--- src/rtl/fft8_pkg.sv ---
// Shared constants and state encoding for the 8-point radix-2 DIT FFT
// control path. Imported by fft8_addr_gen and fft8_sequencer.
package fft8_pkg;

  localparam int N            = 8;
  localparam int LOG2N        = 3;
  localparam int BF_PER_STAGE = 4;
  localparam int ADDR_W       = $clog2(N);
  localparam int TW_W         = 3;
  localparam int LAST_STAGE   = LOG2N - 1;

  typedef enum logic [1:0] {
    IDLE  = 2'd0,
    ISSUE = 2'd1,
    DRAIN = 2'd2,
    DONE  = 2'd3
  } state_t;

endpackage

--- src/rtl/fft8_addr_gen.sv ---
// Combinational butterfly address/twiddle generator for the 8-point FFT.
// Ports:
//   stage - current stage 0..2
//   j     - butterfly index within the stage 0..3
//   a, b  - upper/lower operand sample addresses
//   k     - twiddle index (W8^k); bit 2 is always 0
module fft8_addr_gen
  import fft8_pkg::*;
(
  input  logic [1:0]        stage,
  input  logic [1:0]        j,
  output logic [ADDR_W-1:0] a,
  output logic [ADDR_W-1:0] b,
  output logic [TW_W-1:0]   k
);

  // a inserts a 0 at bit position `stage` of j; b sets that bit instead.
  // k is the low `stage` bits of j shifted up to the MSB side of a 2-bit index.
  always_comb begin
    a = '0;
    b = '0;
    k = '0;
    case (stage)
      2'd0: begin
        a = {j, 1'b0};
        b = {j, 1'b1};
      end
      2'd1: begin
        a = {j[1], 1'b0, j[0]};
        b = {j[1], 1'b1, j[0]};
        k = {1'b0, j[0], 1'b0};
      end
      2'd2: begin
        a = {1'b0, j};
        b = {1'b1, j};
        k = {1'b0, j};
      end
      default: ;
    endcase
  end

endmodule

--- src/rtl/fft8_sequencer.sv ---
// Control sequencer for the 8-point radix-2 DIT FFT: 3 stages of 4
// butterflies, each stage followed by a drain so no stage reads data the
// previous stage has not yet written back.
// Ports:
//   clk, rst_n          - clock (rising edge), async active-low reset
//   start               - run request, sampled only in IDLE
//   busy, done          - high while issuing/draining; one-cycle end pulse
//   rd_en               - operand read strobe (sync-read sample RAM)
//   rd_addr_a/b         - operand addresses, 0 when rd_en=0
//   tw_index            - twiddle ROM index, 0 when rd_en=0
//   bf_valid            - butterfly inputs valid, one cycle after rd_en
//   stage               - current stage 0..2
//   wr_en, wr_addr_a/b  - write-back strobe/addresses, BF_LAT after bf_valid
module fft8_sequencer
  import fft8_pkg::*;
#(
  parameter int BF_LAT = 1
) (
  input  logic       clk,
  input  logic       rst_n,
  input  logic       start,
  output logic       busy,
  output logic       done,
  output logic       rd_en,
  output logic [2:0] rd_addr_a,
  output logic [2:0] rd_addr_b,
  output logic [2:0] tw_index,
  output logic       bf_valid,
  output logic [1:0] stage,
  output logic       wr_en,
  output logic [2:0] wr_addr_a,
  output logic [2:0] wr_addr_b
);

  localparam logic [2:0] DRAIN_LAST = 3'(BF_LAT);
  localparam logic [1:0] J_LAST     = 2'(BF_PER_STAGE - 1);
  localparam logic [1:0] STAGE_LAST = 2'(LAST_STAGE);

  state_t     state;
  logic [1:0] j;
  logic [2:0] dcnt;

  logic [ADDR_W-1:0] gen_a;
  logic [ADDR_W-1:0] gen_b;
  logic [TW_W-1:0]   gen_k;

  fft8_addr_gen u_addr_gen (
    .stage (stage),
    .j     (j),
    .a     (gen_a),
    .b     (gen_b),
    .k     (gen_k)
  );

  always_ff @(posedge clk or negedge rst_n) begin
    if (!rst_n) begin
      state <= IDLE;
      stage <= '0;
      j     <= '0;
      dcnt  <= '0;
    end else begin
      case (state)
        IDLE: begin
          if (start) begin
            state <= ISSUE;
            stage <= '0;
            j     <= '0;
          end
        end
        ISSUE: begin
          if (j == J_LAST) begin
            state <= DRAIN;
            dcnt  <= '0;
            j     <= '0;
          end else begin
            j <= j + 2'd1;
          end
        end
        // 1+BF_LAT cycles: lets the last butterfly of this stage write back
        // before the next stage reads.
        DRAIN: begin
          if (dcnt == DRAIN_LAST) begin
            if (stage == STAGE_LAST) begin
              state <= DONE;
            end else begin
              state <= ISSUE;
              stage <= stage + 2'd1;
            end
          end else begin
            dcnt <= dcnt + 3'd1;
          end
        end
        DONE:    state <= IDLE;
        default: state <= IDLE;
      endcase
    end
  end

  always_comb begin
    rd_en     = (state == ISSUE);
    busy      = (state == ISSUE) || (state == DRAIN);
    done      = (state == DONE);
    rd_addr_a = rd_en ? gen_a : '0;
    rd_addr_b = rd_en ? gen_b : '0;
    tw_index  = rd_en ? gen_k : '0;
  end

  // Delay line: slot 0 is the bf_valid stage, slot BF_LAT the write-back.
  // Addresses enter already zero-gated, so idle slots carry 0 addresses.
  logic [BF_LAT:0] vpipe;
  logic [2:0]      apipe [BF_LAT:0];
  logic [2:0]      bpipe [BF_LAT:0];

  always_ff @(posedge clk or negedge rst_n) begin
    if (!rst_n) begin
      vpipe <= '0;
      for (int unsigned i = 0; i <= BF_LAT; i++) begin
        apipe[i] <= '0;
        bpipe[i] <= '0;
      end
    end else begin
      vpipe[0] <= rd_en;
      apipe[0] <= rd_addr_a;
      bpipe[0] <= rd_addr_b;
      for (int unsigned i = 1; i <= BF_LAT; i++) begin
        vpipe[i] <= vpipe[i-1];
        apipe[i] <= apipe[i-1];
        bpipe[i] <= bpipe[i-1];
      end
    end
  end

  always_comb begin
    bf_valid  = vpipe[0];
    wr_en     = vpipe[BF_LAT];
    wr_addr_a = apipe[BF_LAT];
    wr_addr_b = bpipe[BF_LAT];
  end

endmodule

--- config.mk ---
export PLATFORM = sky130hd
export DESIGN_NAME = fft8_sequencer
export DESIGN_NICKNAME = d
export VERILOG_FILES = /design/src/rtl/fft8_pkg.sv /design/src/rtl/fft8_addr_gen.sv /design/src/rtl/fft8_sequencer.sv
export SDC_FILE = /design/constraint.sdc
export NUM_CORES = 1
export LEC_CHECK = 0
export CAP_MARGIN = 20
export CORE_MARGIN = 2
export CORE_UTILIZATION = 46
export DETAILED_ROUTE_END_ITERATION = 6
export GPL_TIMING_DRIVEN = 1
export PLACE_DENSITY = 0.73
export SLEW_MARGIN = 20
export SYNTH_ARGS = -nofsm -noshare
export SYNTH_HDL_FRONTEND = slang
export SYNTH_HIERARCHICAL = 1
export SYNTH_SLANG_ARGS = --single-unit
--- constraint.sdc ---
create_clock -name clk -period 1.6 [get_ports clk]
set_input_delay 0.32 -clock clk [delete_from_list [all_inputs] [get_ports clk]]
set_output_delay 0.32 -clock clk [all_outputs]
set_load 0.01 [all_outputs]
==> impl_metrics.json <==
{
  "grt_pass1_vias": 1145,
  "drive_above_1_share_pct": 51.4,
  "cp_max_fo": 5,
  "start_kind": "flip-flop",
  "final_design_area_no_fill_sq_mm": 0.00205,
  "diodes": 0,
  "cap_violations": 0,
  "cts_num_sinks": 23,
  "worst-setup-path-type": "reg2out",
  "ys_warn_count": 6,
  "die_area_sq_mm": 0.00322,
  "p_clk_share_pct": 7.6,
  "hold_viol": 0,
  "cp_cell_sequence": "buf_4 -> ha_4 -> o21ai_2 -> a21oi_1 -> and2_1 -> buf_2",
  "power_density_mw_per_mm2": 1790,
  "fmax_ghz": 0.518,
  "multi_input_area_sq_um": 803,
  "cts_tree": "built",
  "ctsHtreeMaxLevel": 1,
  "dpl.cell_count": 194,
  "seq_power_share_pct": 25.2,
  "status": "finished with violations",
  "die_w_um": 56.8,
  "post-synth-top-count-cell": "dfrtp_1",
  "syn-num-nets": 142,
  "grt_setup_unrepaired": "yes",
  "syn_area_per_cell_sq_um": 10.2,
  "ys_seq_elements": 23,
  "netlist.area_leader.share_pct": 44.9,
  "rows": 19,
  "dp_hpwl_um": 2070,
  "slowest_delay_ps": 470,
  "hold_path.class": "in2async",
  "cts_buffer_depth": 2,
  "p_leak_nw": 0.987,
  "num_vias": 1132,
  "min_period_over_period_pct": 121,
  "cpMaxStageDelayCell": "dfrtp_2",
  "ff_latch_area_sq_um": 581,
  "viasPerCell": 5.29,
  "dp_slack_ps": -379,
  "syn_area_sq_mm": 0.00128,
  "ir_worst_vdd_uv": 1370,
  "violations": "negative setup slack",
  "place_area_sq_mm": 0.00168,
  "layoutNonFillerInstCount": 214,
  "ys_top_cells_by_count": "dfrtp_1, ha_1, inv_1",
  "worst_slack_ps": -331,
  "cts.reportedPaths.clkPinSlew_ps": 130,
  "intPower_mw": 2.26,
  "synth_seq_area_share_pct": 44.9,
  "cp_top_family": "flip-flops",
  "endpoint_kind": "output pin",
  "final_max_slew_viol_count": 0,
  "grt_max_degree": 24,
  "yosys.area.top_type": "dfrtp_1",
  "wirelength_um": 3270,
  "track_usage_pct": 21.3,
  "ys.flop_type": "dfrtp_1",
  "gr-total-overflow": 0,
  "area_growth_pct": 59.7,
  "drtAntennaViolNets": 0,
  "wl_per_cell_um": 15.3,
  "tns_ps": -2880,
  "grt_pass1_wl_um": 5330,
  "initial_core_util_pct": 47.3,
  "p_switching_mw": 1.41,
  "core_sq_mm": 0.00271,
  "period_minus_slack_ps": 1930,
  "ios": 25,
  "first_pass_iters": 4,
  "hold_buffers": 0,
  "numPortBuffers": 23,
  "swShare_pct": 38.4,
  "setup_viol": 14,
  "dieHeight_um": 56.8,
  "yosys-top-cells-area": "dfrtp_1, ha_1, and2_1",
  "antenna_found_initial": 0,
  "async_reset_ff_share_pct": 100,
  "drc_errors": 0,
  "insertion_delay_ps": 320,
  "synth.distinct_cells": 33,
  "synth-edff-count": 0,
  "worstPathArrival_ps": 1610,
  "worstPathRequired_ps": 1280,
  "first_iter_violations": 48,
  "gp_congestion": 0.831,
  "finClkSkew_ps": 7.89,
  "synth_cells": 126,
  "p_comb_share_pct": 67.2,
  "cts_buffers": 3,
  "fillers": 186,
  "cts_root_buf": "clkbuf_4",
  "critPathBufInv": 2,
  "final_nets": 200
}
state kept, by name (all words and copies together) (netlist names):
signal / flops
apipe: 3
state: 2
bpipe: 3
j: 2
wr_addr_b: 3
vpipe: 2
stage: 2
dcnt: 3
wr_addr_a: 3
final timing paths:
check / start / end / cells after the start / slack (ps)
max reg2reg: stage[1] / stage[0] / 6 / -300
min: rst_n / vpipe[1] / 2 / 340
max in group asynchronous: rst_n / stage[0] / 2 / 1010
min reg2reg: apipe[0] / wr_addr_a[0] / 0 / 360
max: stage[0] / rd_addr_b[0] / 6 / -330
min in group clk: apipe[0] / wr_addr_a[0] / 0 / 360
layout make-up:
cell class | count | area share (%)
inverters | 11 | 2.39
clock buffers | 4 | 1.28
flip-flops and latches | 23 | 28.4
multi-input cells | 82 | 39.3
repair buffers | 63 | 26.8
well taps | 31 | 1.90
through the flow:
stage | util, % | power (mW) | hold WS, ps
global route | 75.5 | 3.92 | 346
floorplan | - | 1.86 | 24.4
CTS | 71.1 | 3.38 | 364
global placement | 61.9 | 2.61 | 333
detailed placement | 61.9 | 2.69 | 337
finish | 75.5 | 3.66 | 336
logic make-up after synthesis:
| logic type | synth area share [%] |
|---|---|
| buffers and inverters | 8.20 |
| other | 0.293 |
| flip-flops | 44.9 |
| adder cells (fa/ha/maj) | 12.7 |
| AO/OA/AOI/OAI | 12.0 |
| AND/OR/NAND/NOR | 20.3 |
| multiplexers | 1.56 |
placed cells by master (no fill, tap or decap), types with 3 or more instances in the layout:
master,n
buf_4,29
dfrtp_1,19
buf_6,14
clkdlybuf4s50_1,10
nor2_1,8
ha_4,8
and2_1,7
buf_2,6
inv_1,5
nand2_1,4
ha_1,4
dfrtp_2,4
inv_4,3
inv_2,3
o21ai_0,3
a211oi_2,3
nand2b_1,3
clkbuf_4,3
power by group through the flow:
stage	registers, mW	logic, mW	clock network (mW)
after floorplan	0.925	0.933	0
after global placement	0.896	1.72	0
after detailed placement	0.902	1.79	0
after CTS	0.920	2.18	0.276
after global routing	0.955	2.65	0.313
final	0.923	2.46	0.277
what timing repair did:
action | CTS | global route
gates resized for setup | 88 | 21
setup buffers | 11 | 7
pin swaps | 16 | 14
endpoints found under the setup margin | 18 | 18
layer usage:
layer / routed length [um] / global-route usage [%]
met5: 0 / 0
met4: 38 / 5.98
met3: 102 / 3.69
met2: 1820 / 41.0
met1: 1310 / 23.5
Note: power is estimated with default switching activity, not from simulation.
